## src/rtl/fetch_unit.sv

```systemverilog
// Instruction-fetch stage: owns the PC, realigns the one-cycle registered
// instruction-memory read data with its PC, and holds output across decode stalls.
module fetch_unit #(
  parameter logic [31:0] RESET_PC = 32'h0000_0000
) (
  input  logic        clock,
  input  logic        reset,
  input  logic        stall,
  input  logic        redirect,
  input  logic [31:0] redirect_target,
  output logic [31:0] mem_pc,
  input  logic [31:0] mem_instruction,
  output logic        id_valid,
  output logic [31:0] id_instruction,
  output logic [31:0] id_pc,
  output logic [31:0] id_pc_plus4
);

  // Handshake: decode raises stall when it cannot accept; while stall is high
  // the presented instruction/PC stay fixed. Redirect overrides stall.

  logic [31:0] pc_q, pc_d;
  logic [31:0] rsp_pc_q, rsp_pc_d;
  logic        rsp_valid_q, rsp_valid_d;
  logic [31:0] hold_q, hold_d;
  logic        holding_q, holding_d;

  always_comb begin
    pc_d        = pc_q;
    rsp_pc_d    = rsp_pc_q;
    rsp_valid_d = rsp_valid_q;
    hold_d      = hold_q;
    holding_d   = holding_q;
    if (redirect) begin
      // The word arriving next cycle belongs to the squashed path.
      pc_d        = {redirect_target[31:2], 2'b00};
      rsp_valid_d = 1'b0;
      holding_d   = 1'b0;
    end else if (stall) begin
      // Capture only on the first stall cycle; later reads re-fetch pc_q.
      if (!holding_q) begin
        hold_d    = mem_instruction;
        holding_d = 1'b1;
      end
    end else begin
      rsp_pc_d    = pc_q;
      rsp_valid_d = 1'b1;
      pc_d        = pc_q + 32'd4;
      holding_d   = 1'b0;
    end
  end

  always_ff @(posedge clock) begin
    if (reset) begin
      pc_q        <= RESET_PC;
      rsp_pc_q    <= 32'h0;
      rsp_valid_q <= 1'b0;
      hold_q      <= 32'h0;
      holding_q   <= 1'b0;
    end else begin
      pc_q        <= pc_d;
      rsp_pc_q    <= rsp_pc_d;
      rsp_valid_q <= rsp_valid_d;
      hold_q      <= hold_d;
      holding_q   <= holding_d;
    end
  end

  assign mem_pc         = pc_q;
  assign id_pc          = rsp_pc_q;
  assign id_pc_plus4    = rsp_pc_q + 32'd4;
  assign id_valid       = rsp_valid_q;
  assign id_instruction = !rsp_valid_q ? 32'h0 : (holding_q ? hold_q : mem_instruction);

endmodule

```

## config.mk

```make
export PLATFORM = sky130hd
export DESIGN_NAME = fetch_unit
export DESIGN_NICKNAME = d
export VERILOG_FILES = /design/src/rtl/fetch_unit.sv
export SDC_FILE = /design/constraint.sdc
export NUM_CORES = 1
export LEC_CHECK = 0
export ABC_AREA = 1
export BUFFER_PORTS_ARGS = -buffer_cell sky130_fd_sc_hd__buf_2
export CAP_MARGIN = 20
export CORE_ASPECT_RATIO = 2
export CORE_MARGIN = 2
export CORE_UTILIZATION = 49
export DETAILED_ROUTE_END_ITERATION = 10
export GPL_TIMING_DRIVEN = 0
export PLACE_DENSITY_LB_ADDON = 0.1
export RECOVER_POWER = 25
export SLEW_MARGIN = 20
export SYNTH_ARGS = -nofsm -noshare
export SYNTH_HDL_FRONTEND = slang
export SYNTH_SLANG_ARGS = --single-unit
```

## constraint.sdc

```tcl
create_clock -name clock -period 2.9 [get_ports clock]
set_input_delay 0.145 -clock clock [delete_from_list [all_inputs] [get_ports clock]]
set_output_delay 0.145 -clock clock [all_outputs]
set_load 0.02 [all_outputs]
```

Word-level counts from Yosys, hierarchy flattened
Cells that the tools add are included.
{ "classes": {"addsub": 2, "eq_ne": 1, "muxes": 5, "bitwise": 2, "reduce_logical": 3} }
{ "ops": {"columns": ["operator", "count"], "rows": [
  ["$mux 32", 4],
  ["$add 32x3->32 const B", 2],
  ["$reduce_and 2->1", 2],
  ["$ne 2x1->1 const B", 1],
  ["$not 1->1", 2],
  ["$reduce_or 2->1", 1],
  ["$mux 1", 1]
]} }
{ "word_totals": {"reg_bits": 98, "inputBits": 68, "output_inout_bits": 129, "word_cells": 19} }

Longest topological paths before layout
Gate-level depths: netlist of the first run.
{ "logic_depth": {"word_depth": 3, "depth_mapped": 10, "depth_no_buf": 10} }

Least setup slack after synthesis of the first run
No wires, ideal clock.
{ "synth_timing": {"path_kind": "register to output", "startpoint": "register rsp_pc_q[3], in the netlist id_pc[3]", "endpoint": "output id_pc_plus4[26]", "t_arrival_ns": 1.772, "t_required_ns": 2.755, "setup_slack_ns": 0.983, "path_stages_with_launch": 8, "path_buffers": 0, "cell_sequence": "dfxtp_1 -> ha_1 -> nand3_1 -> nor2_4 -> nand4_2 -> nor2_4 -> nand3_1 -> xor2_1"} }
{ "synth_via": {"elab_chain_len": 1} }
{ "synth_lines": {"columns": ["item", "line", "rtl"], "rows": [
  ["start: declaration", "23", "logic [31:0] rsp_pc_q, rsp_pc_d;"],
  ["start signal: assignment", "62", "rsp_pc_q <= rsp_pc_d;"],
  ["$add 32x3->32", "71", "assign id_pc_plus4 = rsp_pc_q + 32'd4;"],
  ["end: declaration", "16", "output logic [31:0] id_pc_plus4"]
]} }
No other way between the ends.

Worst setup path in the final report of the first run
{ "layout_timing": {"startpoint": "register rsp_pc_q[3], in the netlist id_pc[3]", "endpoint": "output id_pc_plus4[28]"} }
Same word-level chain as after synthesis.

==> metrics, run 1 <==
PwrDens=approximately 490 nW/µm²; Cell Rows=54; synth top area cells=dfxtp_1 (35%), nand2_1 (8.1%), o21ai_0 (6.5%); gpl congestion=0.9529; diodes inserted=0; Tcrit/Tclk final=between 80% and 90%; Fmax achieved=410.1 MHz; final hold slack=approximately 0.011 ns; first-pass GRT wire length=27.67 mm; delay of the slowest critical-path stage=between 0.7 and 0.8 ns; DR vias=between 5000 and 6000; vias in the first global route=roughly 5700; post-CTS resize count=0; Yosys cell types=42; WP buf/inv=2; cell taking the most area after synthesis=dfxtp_1; Fin Clk Skew=slightly above 0.006 ns; HP Class=input pin to flip-flop; Iteration-0 DRC Markers=about 340; drt first pass iters=5; share of layout cells above drive strength 1=~22%; PortBufs=roughly 190; Top delay family on crit path=simple AND/OR/NAND/NOR gates; Setup TNS=0 ns; total setup buffers inserted after CTS=0; drt wl/cell=15.86 µm; Static Leakage=approximately 0.0031 µW; core area=10880 µm²; fillcell total=1129; worst slew pin tran=between 0.9 and 1 ns; worst-path fanout max=5; CP cell instances=ha_1 -> inv_1 -> nor4_1 -> nand3b_1 -> nand2_1 -> buf_2; RSZ-0062 raised after global routing=false; GR peak layer=met2; post-synthesis instance total=about 770; Die Height=about 150 µm; predominant post-synthesis flop cell=dfxtp_1; die area=between 10000 and 15000 µm²; status=finished clean; # H-tree levels=3; GRT Util Overall=29.51%; Clock transition at path regs=0.06 ns; vias per cell=~5.3; final setup vio count=0; final hold vios=0; area fraction of the dominant cell type after synthesis=roughly 35%; peak supply drop=approximately 370 µV; worst endpoint required time=roughly 2.8 ns; Starting Density=between 40% and 50%; Worst-Skew Late Latency=~0.34 ns; initial antenna violation count=0; gr ovfl total=0; CP Class=flip-flop to output port; number of synthesized register bits=94; CTS Buffer Depth=2; synth warn=0; asr flop ratio synth=0%; met2 Track Usage GR=56.74%; fin cells=about 1100; Synth Cell Area=about 5400 µm²; CTS Buf Count=9; ANT nets after route=0; clock sink count=94; sequential area share after synthesis=approximately a third; GRT met3 Usage=approximately 5%; Worst Path Arrival=about 2.3 ns; routed wire length=around 18 mm; Placed Instances=approximately 1100; syn avg cell area=between 7 and 8 µm²; Root Driver=clkbuf_16; Final #Nets=roughly 1000; slew margin rel.=a little under two fifths; met1 usage=29.02%; dpl hpwl=around 14 mm; CP startpoint kind=flip-flop; slowest stage cell, crit path=nor4_1; Final Power=roughly 3300 µW; Die X=between 70 and 80 µm; Slew Limit Fails=0; # IOs=197; CTS tree=built; Final Critical Period=~2.4 ns; Area Overhead vs Synth=25.28%; Post-synth EDFFs=0; Hold-fix buffers, CTS=0; drt drc=0; Worst Setup End Kind=output port; largest net degree at the start of global routing=15; Max-Cap Viols=0
## final cells by class
type                            instances  area, µm²  area share (%)
Buffer                                 47      222.7           3.268
Clock buffer                           12      256.5           3.764
Clock inverter                          3      67.56          0.9916
Inverter                               80      300.3           4.407
Multi-Input combinational cell        552       3022           44.34
Sequential cell                        94       1882           27.62
Tap cell                              140      175.2           2.571
Timing Repair Buffer                  186      888.4           13.04
## cells by family after synthesis
| kind of cell | Yosys count | synth area share, % |
|---|---|---|
| XOR/XNOR | 29 | 4.670 |
| adder cells (fa/ha/maj) | 2 | 0.4600 |
| multiplexers | 32 | 5.889 |
| flip-flops | 94 | 34.60 |
| other | 1 | 0.06895 |
| AND/OR/NAND/NOR | 328 | 29.17 |
| AO/OA/AOI/OAI | 155 | 15.39 |
| buffers and inverters | 127 | 9.754 |
## placed cells by master, fill, tap and decap left out, types with 6 or more instances in the layout
master / instances
buf_4: 8
nand2_2: 6
o21ai_0: 71
nand4_1: 19
xor2_1: 22
inv_1: 79
nor3_1: 16
a211oi_1: 7
a21oi_1: 58
clkbuf_16: 9
clkbuf_1: 61
dfxtp_1: 94
nor2_1: 91
buf_2: 165
nor2_2: 6
nand3_1: 45
nand2_1: 118
mux2i_1: 32
conb_1: 6
xnor2_1: 7
## per-layer routing
layer | routed length, µm | part of all wire, %
met5 | 0 | 0
met4 | 690 | 3.9
met3 | 1038 | 5.9
met2 | 9674 | 55
met1 | 6261 | 35
## where the power goes
part	switching, µW	total, µW	internal [µW]
Sequential	89.2	1460	1370
Clock	487	1290	798
Combinational	382	580	198
## cell usage after synthesis (2+ instances only)
library cell  number
a21oi_1           58
xnor2_1            7
nor3_2             2
nor2_4             6
o211ai_1           3
dfxtp_1           94
o2111ai_1          3
nand4_1           19
nor2_1            89
nor2_2             6
nand2_1          118
mux2i_1           32
xor2_1            22
nand3b_1           4
buf_2             19
o21ai_0           71
ha_1               2
nand3_2            5
nand3_1           45
nor4_2             2
clkbuf_1          20
a211oi_1           7
buf_4              8
a31oi_1            5
o21ai_1            3
nor4_1             4
nand2_2            6
inv_1             78
nor2_8             2
nor3_1            16
## state kept, by name, indices dropped and copies added, names as in the netlist
| signal | flops |
|---|---|
| id_pc | 30 |
| holding_q | 1 |
| hold_q | 32 |
| id_valid | 1 |
| mem_pc | 30 |
## through the flow
step                instance area [µm²]  utilization, %  setup WS, ns
floorplan                          5458               -        0.9825
global placement                   6564           60.34        0.8236
detailed placement                 6564           60.34        0.8059
CTS                                6888           63.32        0.4261
global route                       6814           62.64        0.3281
finish                             6814           62.64        0.4617
## path summary, 6_finish.rpt
check	from	endpoint	slack, ns	depth (start not counted)
setup / recovery	id_pc[3]$_SDFFE_PP0P_	id_pc_plus4[28]	0.46	6
hold / removal	reset	id_pc[31]$_SDFFE_PP0P_	0.01	2
setup reg to reg	mem_pc[3]$_SDFFE_PP0N_	mem_pc[28]$_SDFFE_PP0N_	1.08	10
hold reg to reg	id_pc[29]$_SDFFE_PP0P_	id_pc[29]$_SDFFE_PP0P_	0.50	2
## worst reg2reg max path: stages, from the launching register on
cell and delay, ns:
dfxtp_1 0.47, ha_1 0.22, inv_1 0.08, nor2_4 0.17, nand4_1 0.20, nor2_2 0.26, nand3_1 0.10, nand2_1 0.07
nand3_1 0.06, nand2_1 0.06, inv_1 0.04
Power figures use the tool's default switching activity.
==> run 2: changes to the inputs <==
Settings changed: CORE_UTILIZATION 49 to 45.
Clock period 2.9 ns to 2.11 ns, I/O delays scaled along.
==> metrics, run 2 (synthesized netlist as in run 1, its figures left out) <==
Cell Rows=between 50 and 60; switching power=between 1000 and 1500 µW; drt wl/cell=approximately 17 µm; fillcell total=~1200; Die Height=159.5 µm; Worst Path Arrival=1.95 ns; share of layout cells above drive strength 1=26.66%; DRT met1 WL=6.719 mm; Reg-to-Reg End=mem_pc[28]$_SDFFE_PP0N_; routed wl met3=approximately 950 µm; CTS Buf Count=9; Fin Clk Skew=between 0.008 and 0.009 ns; dpl hpwl=14.50 mm; # H-tree levels=3; commonest non-fill, non-tap cells in the layout=buf_2 (170), nand2_1 (115), nor2_1 (84); PwrDens=~650 nW/µm²; Worst Setup End Kind=output port; Worst-Skew Late Latency=0.35 ns; final hold slack=between 0.02 and 0.025 ns; WP buf/inv=2; Die X=between 80 and 90 µm; Placed Instances=~1100; Top delay family on crit path=simple AND/OR/NAND/NOR gates; gr ovfl total=0; reg2reg setup slack=around 0.29 ns; Setup TNS=0 ns; status=finished clean; Flop pwr share=roughly 44%; largest net degree at the start of global routing=16; Final #Nets=roughly 1000; die area=between 10000 and 15000 µm²; most common cell after layout, fill and taps aside=buf_2; vias in the first global route=roughly 5700; Worst R2R Start=mem_pc[3]$_SDFFE_PP0N_; # IOs=~200; Hold Path Stages=3; Max-Cap Viols=0; top sig layer=met4; Worst Hold Path EP=mem_pc[10]$_SDFFE_PP0N_; diodes inserted=0; peak supply drop=about 520 µV; Largest register FFs=32; HP Start=redirect_target[10]; Internal=between 3000 and 4000 µW; R2R depth=10; worst slew pin tran=between 0.7 and 0.8 ns; worst-path fanout max=7; Starting Density=between 40% and 50%; ANT nets after route=0; DR vias=roughly 5900; CP cell instances=clkbuf_4 -> nand3_4 -> nor4_4 -> nand2_1 -> nor2_4 -> nand2_1 -> nand2_1 -> nand2_1 -> buf_2; Clock Power Share=roughly 38%; core area=around 12000 µm²; clock sink count=94; Iteration-0 DRC Markers=289; Root Driver=clkbuf_16; final setup vio count=0; switching share of power=29.89%; Static Leakage=around 0.0032 µW; initial antenna violation count=0; CP Class=flip-flop to output port; worst endpoint required time=2.00 ns; met2 wire length=10.28 mm; Area Overhead vs Synth=29.31%; drt first pass iters=5; Tcrit/Tclk final=between 90% and 100%; Final Worst Setup Slack=0.05769 ns; HP Class=input pin to flip-flop; cell mode on critical path=nand2_1; CP startpoint kind=flip-flop; gpl congestion=roughly 0.95; first-pass GRT wire length=about 28 mm; CTS tree=built; Final Critical Period=just over 2 ns; vias per cell=roughly 5.3; largest register by flop count=hold_q; Fmax achieved=487.3 MHz; routed wire length=approximately 19 mm; slowest stage cell, crit path=dfxtp_1; PortBufs=around 190; delay of the slowest critical-path stage=0.32 ns; Slew Limit Fails=0; drt drc=0; GRT Util Overall=between 20% and 30%; Clock transition at path regs=~0.07 ns; final hold vios=0; fin cells=1124; Final Power=about 4500 µW; Comb power frac=between 10% and 20%; CTS Buffer Depth=2; worst slack, placed=~0.0083 ns; slew margin rel.=approximately half
run 2: final cells by class:
type	instances	area (µm²)	share of cell area, %
multi-input cells	552	3162	44.96
flip-flops and latches	94	1901	27.02
repair buffers	190	937.1	13.33
inverters	80	300.3	4.270
clock buffers	12	266.5	3.789
plain buffers	47	231.5	3.291
well taps	145	181.4	2.580
clock inverters	4	53.80	0.7650
run 2: what timing repair did:
action / CTS / global route
endpoints found under the hold margin: 1 / 0
resized for setup: 12 / 29
setup buffers: 2 / 1
pin swaps: 3 / 3
endpoints found under the setup margin: 11 / 13
hold buffers: 1 / 0
run 2: worst max-delay path by stage:
stage	end	start	slack, ns	cells after the start
final	id_pc_plus4[23]	id_pc[4]$_SDFFE_PP0P_	0.06	9
after global routing	id_pc_plus4[19]	id_pc[4]$_SDFFE_PP0P_	-0.02	7
after CTS	id_pc_plus4[23]	id_pc[5]$_SDFFE_PP0P_	-0.04	8
after detailed placement	id_pc_plus4[28]	id_pc[3]$_SDFFE_PP0P_	0.008	6
after global placement	id_pc_plus4[28]	id_pc[3]$_SDFFE_PP0P_	0.03	6
after floorplan	id_pc_plus4[26]	id_pc[3]$_SDFFE_PP0P_	0.23	7
run 2: tightest hold or removal path, delay by kind of cell:
kind	cells	cell delay [ns]
buffers and inverters	2	0.14
AO/OA/AOI/OAI	1	0.09
run 2: power groups by stage:
stage	logic, µW	registers (µW)	clock network, µW
final	823	2010	1710
after CTS	826	2010	1730
after floorplan	445	2100	0
after global placement	812	2040	0
after detailed placement	818	2040	0
after global routing	906	2030	1830
run 2: routing by layer:
layer | up-vias | GRT usage [%]
met4 | 0 | 9.924
li1 | 2959 | -
met1 | 2716 | 27.90
met3 | 35 | 5.385
met5 | - | 0
met2 | 216 | 54.88
run 2: stage by stage:
step                util (%)  cell area [µm²]
finish                 59.75             7033
global route           59.75             7033
CTS                    59.14             6962
detailed placement     55.81             6570
global placement       55.81             6570
floorplan                  -             5458
